[src/rtl/cpu6_decode_stage.sv]
// ============================================================================
// Module   : cpu6_decode_stage
// Brief    : Registered RV32I decode stage with 2-entry skid buffer and flush.
// Revision : 1.0 - initial release
// ============================================================================
`default_nettype none

module cpu6_decode_stage #(
    parameter int unsigned PC_WIDTH      = 32,
    parameter int unsigned EN_CSR        = 1,
    parameter int unsigned EN_BRANCH_EXT = 1
) (
    input  logic                clk,
    input  logic                resetn,
    input  logic                flush,
    input  logic                in_valid,
    output logic                in_ready,
    input  logic [31:0]         in_instr,
    input  logic [PC_WIDTH-1:0] in_pc,
    output logic                out_valid,
    input  logic                out_ready,
    output logic [PC_WIDTH-1:0] out_pc,
    output logic [4:0]          out_rd,
    output logic [4:0]          out_rs1,
    output logic [4:0]          out_rs2,
    output logic [31:0]         out_imm,
    output logic [3:0]          out_aluop,
    output logic                out_alusrc,
    output logic                out_alua_pc,
    output logic [2:0]          out_branchtype,
    output logic [1:0]          out_jump,
    output logic                out_memtoreg,
    output logic                out_memwrite,
    output logic                out_regwrite,
    output logic                out_csr,
    output logic                out_csr_rs1uimm,
    output logic [1:0]          out_csr_wsc,
    output logic                out_illinstr
);

    localparam logic [6:0] OPC_LOAD   = 7'b0000011;
    localparam logic [6:0] OPC_OPIMM  = 7'b0010011;
    localparam logic [6:0] OPC_AUIPC  = 7'b0010111;
    localparam logic [6:0] OPC_STORE  = 7'b0100011;
    localparam logic [6:0] OPC_OP     = 7'b0110011;
    localparam logic [6:0] OPC_LUI    = 7'b0110111;
    localparam logic [6:0] OPC_BRANCH = 7'b1100011;
    localparam logic [6:0] OPC_JALR   = 7'b1100111;
    localparam logic [6:0] OPC_JAL    = 7'b1101111;
    localparam logic [6:0] OPC_SYSTEM = 7'b1110011;

    localparam logic [6:0] F7_BASE = 7'b0000000;
    localparam logic [6:0] F7_ALT  = 7'b0100000;

    localparam logic [3:0] ALU_ADD  = 4'd0;
    localparam logic [3:0] ALU_SUB  = 4'd1;
    localparam logic [3:0] ALU_SLL  = 4'd2;
    localparam logic [3:0] ALU_SLT  = 4'd3;
    localparam logic [3:0] ALU_SLTU = 4'd4;
    localparam logic [3:0] ALU_XOR  = 4'd5;
    localparam logic [3:0] ALU_SRL  = 4'd6;
    localparam logic [3:0] ALU_SRA  = 4'd7;
    localparam logic [3:0] ALU_OR   = 4'd8;
    localparam logic [3:0] ALU_AND  = 4'd9;
    localparam logic [3:0] ALU_PASS = 4'd10;

    typedef struct packed {
        logic [PC_WIDTH-1:0] pc;
        logic [4:0]          rd;
        logic [4:0]          rs1;
        logic [4:0]          rs2;
        logic [31:0]         imm;
        logic [3:0]          aluop;
        logic                alusrc;
        logic                alua_pc;
        logic [2:0]          branchtype;
        logic [1:0]          jump;
        logic                memtoreg;
        logic                memwrite;
        logic                regwrite;
        logic                csr;
        logic                csr_rs1uimm;
        logic [1:0]          csr_wsc;
        logic                illinstr;
    } bundle_t;

    logic [6:0]  opc;
    logic [2:0]  f3;
    logic [6:0]  f7;
    logic [31:0] imm_i, imm_s, imm_b, imm_u, imm_j;
    logic        legal;
    bundle_t     dec;

    assign opc   = in_instr[6:0];
    assign f3    = in_instr[14:12];
    assign f7    = in_instr[31:25];
    assign imm_i = {{20{in_instr[31]}}, in_instr[31:20]};
    assign imm_s = {{20{in_instr[31]}}, in_instr[31:25], in_instr[11:7]};
    assign imm_b = {{20{in_instr[31]}}, in_instr[7], in_instr[30:25], in_instr[11:8], 1'b0};
    assign imm_u = {in_instr[31:12], 12'b0};
    assign imm_j = {{12{in_instr[31]}}, in_instr[19:12], in_instr[20], in_instr[30:21], 1'b0};

    always_comb begin
        dec     = '0;
        legal   = 1'b0;
        dec.pc  = in_pc;
        dec.rd  = in_instr[11:7];
        dec.rs1 = in_instr[19:15];
        dec.rs2 = in_instr[24:20];
        case (opc)
            OPC_OPIMM: begin
                dec.imm      = imm_i;
                dec.alusrc   = 1'b1;
                dec.regwrite = 1'b1;
                legal        = 1'b1;
                case (f3)
                    3'b000: dec.aluop = ALU_ADD;
                    3'b001: begin
                        dec.aluop = ALU_SLL;
                        legal     = (f7 == F7_BASE);
                    end
                    3'b010: dec.aluop = ALU_SLT;
                    3'b011: dec.aluop = ALU_SLTU;
                    3'b100: dec.aluop = ALU_XOR;
                    3'b101: begin
                        dec.aluop = f7[5] ? ALU_SRA : ALU_SRL;
                        legal     = (f7 == F7_BASE) || (f7 == F7_ALT);
                    end
                    3'b110: dec.aluop = ALU_OR;
                    default: dec.aluop = ALU_AND;
                endcase
            end
            OPC_OP: begin
                dec.regwrite = 1'b1;
                if (f7 == F7_BASE) begin
                    legal = 1'b1;
                    case (f3)
                        3'b000: dec.aluop = ALU_ADD;
                        3'b001: dec.aluop = ALU_SLL;
                        3'b010: dec.aluop = ALU_SLT;
                        3'b011: dec.aluop = ALU_SLTU;
                        3'b100: dec.aluop = ALU_XOR;
                        3'b101: dec.aluop = ALU_SRL;
                        3'b110: dec.aluop = ALU_OR;
                        default: dec.aluop = ALU_AND;
                    endcase
                end else if (f7 == F7_ALT && (f3 == 3'b000 || f3 == 3'b101)) begin
                    legal     = 1'b1;
                    dec.aluop = f3[2] ? ALU_SRA : ALU_SUB;
                end
            end
            OPC_LOAD: begin
                legal        = (f3 == 3'b010);
                dec.imm      = imm_i;
                dec.alusrc   = 1'b1;
                dec.memtoreg = 1'b1;
                dec.regwrite = 1'b1;
            end
            OPC_STORE: begin
                legal        = (f3 == 3'b010);
                dec.imm      = imm_s;
                dec.alusrc   = 1'b1;
                dec.memwrite = 1'b1;
            end
            OPC_BRANCH: begin
                dec.imm   = imm_b;
                dec.aluop = ALU_SUB;
                case (f3)
                    3'b000: begin
                        legal          = 1'b1;
                        dec.branchtype = 3'b001;
                    end
                    3'b001: begin
                        legal          = 1'b1;
                        dec.branchtype = 3'b010;
                    end
                    3'b100, 3'b101, 3'b110, 3'b111: begin
                        legal          = (EN_BRANCH_EXT != 0);
                        dec.branchtype = f3;
                    end
                    default: legal = 1'b0;
                endcase
            end
            OPC_JAL: begin
                legal        = 1'b1;
                dec.imm      = imm_j;
                dec.jump     = 2'b01;
                dec.regwrite = 1'b1;
                dec.alua_pc  = 1'b1;
                dec.alusrc   = 1'b1;
            end
            OPC_JALR: begin
                legal        = (f3 == 3'b000);
                dec.imm      = imm_i;
                dec.jump     = 2'b10;
                dec.regwrite = 1'b1;
                dec.alusrc   = 1'b1;
            end
            OPC_LUI: begin
                legal        = 1'b1;
                dec.imm      = imm_u;
                dec.aluop    = ALU_PASS;
                dec.alusrc   = 1'b1;
                dec.regwrite = 1'b1;
            end
            OPC_AUIPC: begin
                legal        = 1'b1;
                dec.imm      = imm_u;
                dec.alua_pc  = 1'b1;
                dec.alusrc   = 1'b1;
                dec.regwrite = 1'b1;
            end
            OPC_SYSTEM: begin
                // funct3 low bits select W/S/C; bit 2 selects the uimm form
                legal           = (EN_CSR != 0) && (f3[1:0] != 2'b00);
                dec.imm         = {20'b0, in_instr[31:20]};
                dec.csr         = 1'b1;
                dec.regwrite    = 1'b1;
                dec.csr_rs1uimm = f3[2];
                dec.csr_wsc     = f3[1:0];
            end
            default: legal = 1'b0;
        endcase
        if (!legal) begin
            dec.imm         = '0;
            dec.aluop       = '0;
            dec.alusrc      = 1'b0;
            dec.alua_pc     = 1'b0;
            dec.branchtype  = '0;
            dec.jump        = '0;
            dec.memtoreg    = 1'b0;
            dec.memwrite    = 1'b0;
            dec.regwrite    = 1'b0;
            dec.csr         = 1'b0;
            dec.csr_rs1uimm = 1'b0;
            dec.csr_wsc     = '0;
            dec.illinstr    = 1'b1;
        end
    end

    bundle_t main_q, main_d, skid_q, skid_d;
    logic    main_valid_q, main_valid_d;
    logic    skid_valid_q, skid_valid_d;
    logic    in_ready_q, in_ready_d;
    logic    accept, pop;

    assign accept = in_valid & in_ready_q & ~flush;
    assign pop    = main_valid_q & out_ready;

    always_comb begin
        main_d       = main_q;
        skid_d       = skid_q;
        main_valid_d = main_valid_q;
        skid_valid_d = skid_valid_q;
        if (flush) begin
            main_valid_d = 1'b0;
            skid_valid_d = 1'b0;
        end else if (!main_valid_q || pop) begin
            if (skid_valid_q) begin
                main_d       = skid_q;
                main_valid_d = 1'b1;
                skid_valid_d = accept;
                if (accept) begin
                    skid_d = dec;
                end
            end else begin
                main_valid_d = accept;
                skid_valid_d = 1'b0;
                if (accept) begin
                    main_d = dec;
                end
            end
        end else if (accept) begin
            skid_d       = dec;
            skid_valid_d = 1'b1;
        end
        in_ready_d = ~skid_valid_d;
    end

    always_ff @(posedge clk or negedge resetn) begin
        if (!resetn) begin
            main_q       <= '0;
            skid_q       <= '0;
            main_valid_q <= 1'b0;
            skid_valid_q <= 1'b0;
            in_ready_q   <= 1'b1;
        end else begin
            main_q       <= main_d;
            skid_q       <= skid_d;
            main_valid_q <= main_valid_d;
            skid_valid_q <= skid_valid_d;
            in_ready_q   <= in_ready_d;
        end
    end

    assign in_ready        = in_ready_q;
    assign out_valid       = main_valid_q;
    assign out_pc          = main_q.pc;
    assign out_rd          = main_q.rd;
    assign out_rs1         = main_q.rs1;
    assign out_rs2         = main_q.rs2;
    assign out_imm         = main_q.imm;
    assign out_aluop       = main_q.aluop;
    assign out_alusrc      = main_q.alusrc;
    assign out_alua_pc     = main_q.alua_pc;
    assign out_branchtype  = main_q.branchtype;
    assign out_jump        = main_q.jump;
    assign out_memtoreg    = main_q.memtoreg;
    assign out_memwrite    = main_q.memwrite;
    assign out_regwrite    = main_q.regwrite;
    assign out_csr         = main_q.csr;
    assign out_csr_rs1uimm = main_q.csr_rs1uimm;
    assign out_csr_wsc     = main_q.csr_wsc;
    assign out_illinstr    = main_q.illinstr;

endmodule

`default_nettype wire

[config.mk]
export PLATFORM = sky130hd
export DESIGN_NAME = cpu6_decode_stage
export DESIGN_NICKNAME = d
export VERILOG_FILES = /design/src/rtl/cpu6_decode_stage.sv
export SDC_FILE = /design/constraint.sdc
export NUM_CORES = 1
export LEC_CHECK = 0
export ABC_AREA = 1
export CAP_MARGIN = 20
export CORE_ASPECT_RATIO = 0.9
export CORE_MARGIN = 10
export CORE_UTILIZATION = 45
export DETAILED_ROUTE_END_ITERATION = 10
export PLACE_DENSITY = 0.75
export SYNTH_ARGS = -nofsm -noshare
export SYNTH_HDL_FRONTEND = slang
export SYNTH_SLANG_ARGS = --single-unit
[constraint.sdc]
create_clock -name clk -period 2 [get_ports clk]
set_input_delay 0.2 -clock clk [delete_from_list [all_inputs] [get_ports clk]]
set_output_delay 0.2 -clock clk [all_outputs]
set_load 0.05 [all_outputs]
==> out/qor.yml <==
detailed_routing:
  drc: 0
  vias: 8977
  drt_iter0_markers: 806
  via_per_inst: 5.14
  wl_um: 28100
  routedWlPerCell_um: 16.1
  ant_nets: 0
  firstDrtPassIters: 5
die:
  die_h_um: 157
  row_count: 50
  coreArea_um2: 20700
  io_pins: 169
  initial_core_util_pct: 45.5
  die_w_um: 172
  dieArea_um2: 27100
timing:
  hold_viol_final: 0
  final_max_slew_viol_count: 0
  fin_crit_ps: 1880
  tightest_slew_ps: 729
  final.setup.worst_slack_ps: 116
  max_freq_mhz: 531
  setup_viol: 0
  rsz0062_at_grt: "false"
  fin_skew_ps: 9.18
  relSlewSlack_pct: 51.4
  post-route-period-util_pct: 94.2
clocking:
  cts_tree: "yes"
  clock_latency_ps: 430
  cts_max_path_buffers: 2
  cts.sinks: 199
  cts-root-buf: "clkbuf_16"
  cts.htree.levels: 4
  clkTransAtPathRegs_ps: 70
  cts_buffers: 17
  post_cts_buffers: 0
synthesis:
  yosys.area_share.simple_pct: 32.3
  synth-compound-area-share_pct: 9.54
  synth.avg_cell_area_um2: 7.50
  synth_top_family_by_area: "simple AND/OR/NAND/NOR gates"
  ys_types: 27
  synth.most_common_cell: "nand2_1"
  ys_ff_latch: 199
  ys.warnings.count: 0
  synth_area_leaders: "dfrtp_1 53%, nand2_1 22%, nor2_1 6.3%, a31oi_1 3.1%, o21ai_0 2.2%"
  synth_edf_count: 0
  syn-num-nets: 1324
  synth_adder_area_share_pct: 0
  synth_seq_area_share_pct: 52.9
  synth_flop_cell: "dfrtp_1"
  synthXorXnorAreaFrac_pct: 0
  syn_area_um2: 9420
  netlist.area_leader.share_pct: 52.6
  synthMuxAreaShare_pct: 0
  syn_inst: 1255
  synthArstFlopShare_pct: 100
  synth_commonest_cells: "562 x nand2_1, 198 x dfrtp_1, 157 x nor2_1, 51 x clkbuf_1, 47 x a31oi_1"
  yosysTopAreaCell: "dfrtp_1"
setup_path:
  critPathRequiredTime_ps: 1800
  max_stage_delay_ps: 840
  slowest_stage: "clkdlybuf4s50_1"
  critPathLaunchType: "flip-flop"
  cp.arrival_ps: 1680
  r2r-end: "out_pc[28]"
  r2r_setup_slack_ps: 320
  end_kind: "primary output"
  path_class: "reg2out"
  rr_worst_depth: 8
  cp_max_fo: 2
  cp_top_family: "buffers and inverters"
  cp_num_buf_inv: 1
  r2r-start: "in_ready"
  crit_chain: "clkdlybuf4s50_1"
place:
  place_ws_ps: -248
  hpwl_um: 19700
  io_buffers: 168
  gp_congestion: 0.942
global_route:
  grt_pass1_vias: 8603
  grt_max_degree: 75
  antenna_found_initial: 1
  grt-ovfl-total: 0
  grt_pass1_wl_um: 45400
  grt_use_total_pct: 20.9
min_path:
  hold_path_class: "in2async"
job:
  cap_violations: 0
final_layout:
  area_growth_pct: 33.2
  nets: 1517
  fill_cells: 1776
  drive_gt1_share_pct: 9.38
outcome:
  outcome: "finished clean"
power_and_ir_drop:
  p_total_uw: 11500
  powerDensity_nw_per_um2: 917
  ir_drop_mv: 0.627
  p_leak_uw: 0.00636
## routing by layer
layer  track usage [%]  share of wire [%]  vias to the layer above
met3              4.11                6.5                       37
met2              33.7                 47                      281
met5                 0                  0                        -
met1              27.6                 44                     4303
li1                  -                  -                     4356
met4              7.05                2.4                        0
## where the power goes
| part | leakage, uW | internal (uW) | total [uW] | switching, uW |
|---|---|---|---|---|
| logic | 0.00353 | 1060 | 3070 | 2010 |
| registers | 0.00254 | 4600 | 4940 | 338 |
| clock network | 0.000293 | 1750 | 3490 | 1740 |
| total | 0.00636 | 7420 | 11500 | 4090 |
## per-stage QoR
stage | utilization, % | std cells | instance area [um2] | TNS, ps | hold slack, ps
floorplan | - | 1255 | 9420 | 0 | -95.6
global placement | 57.6 | 1714 | 11900 | -7470 | 165
detailed placement | 57.6 | 1714 | 11900 | -10680 | 171
CTS | 60.6 | 1747 | 12500 | 0 | 288
global route | 60.6 | 1748 | 12500 | 0 | 291
finish | 60.6 | 1748 | 12500 | 0 | 268
## how the worst max path moves through the flow
stage               cells past startpoint            to  slack (ps)    startpoint
floorplan                               7     out_pc[0]          80      in_ready
global placement                       12   out_imm[24]        -190   in_instr[6]
detailed placement                     13   out_imm[14]        -250   in_instr[2]
CTS                                     1      in_ready           9      in_ready
global route                           13   out_imm[14]          20   in_instr[2]
finish                                  1  out_illinstr         120  out_illinstr
## what timing repair did
| item | CTS | global route |
|---|---|---|
| setup endpoints to repair | 0 | 1 |
| gates resized for setup | 0 | 1 |
| hold buffers | 1 | 0 |
| hold endpoints to repair | 39 | 0 |
## registers in the layout, indices dropped and copies added (netlist names), 2 cells and up
register / flops
out_branchtype: 3
out_rd: 5
out_aluop: 4
out_rs1: 5
out_jump: 2
out_rs2: 5
out_pc: 32
out_imm: 32
out_csr_wsc: 2
skid_q: 98
## placed cells by master (no fill, tap or decap), types with 2 or more instances in the layout
| cell type | netlist | layout |
|---|---|---|
| a21boi_0 | 5 | 5 |
| nor2_4 | 3 | 4 |
| clkdlybuf4s50_1 | 0 | 166 |
| nand3_1 | 22 | 22 |
| nor3_1 | 2 | 2 |
| clkbuf_16 | 0 | 17 |
| inv_6 | 0 | 3 |
| dfrtp_1 | 198 | 197 |
| clkbuf_8 | 0 | 3 |
| nand4_1 | 17 | 17 |
| inv_1 | 39 | 39 |
| a31oi_1 | 47 | 47 |
| nand2_4 | 1 | 2 |
| inv_2 | 6 | 5 |
| o21ai_0 | 42 | 42 |
| nor2_1 | 157 | 156 |
| o21ai_1 | 31 | 31 |
| a21oi_1 | 24 | 24 |
| o211ai_1 | 10 | 10 |
| clkinv_8 | 0 | 3 |
| nand2_2 | 7 | 7 |
| inv_8 | 0 | 5 |
| clkinv_1 | 2 | 2 |
| nand2_1 | 562 | 561 |
| buf_12 | 0 | 14 |
| buf_4 | 4 | 65 |
| nor2_2 | 3 | 3 |
## worst register-to-register path, delay by kind of cell (launching register included)
kind	cells	cell delay (ps)
and+or+nand+nor	4	400
AOI/OAI and AO/OA	2	260
DFF	1	530
buffers and inverters	2	410
## area by class of cell
class,instances,area [um2],area share [%]
tap,286,358,2.85
sequential,199,4980,39.7
multi-input combinational,935,3960,31.5
inverter,47,179,1.43
antenna,1,2.50,0.0199
clock buffer,19,453,3.61
timing repair buffer,248,2470,19.7
clock inverter,13,148,1.18
## kinds of logic after synthesis
family          after synthesis
buf+inv                     121
compound gates              160
simple gates                775
flops                       199
Power figures use the tool's default switching activity.
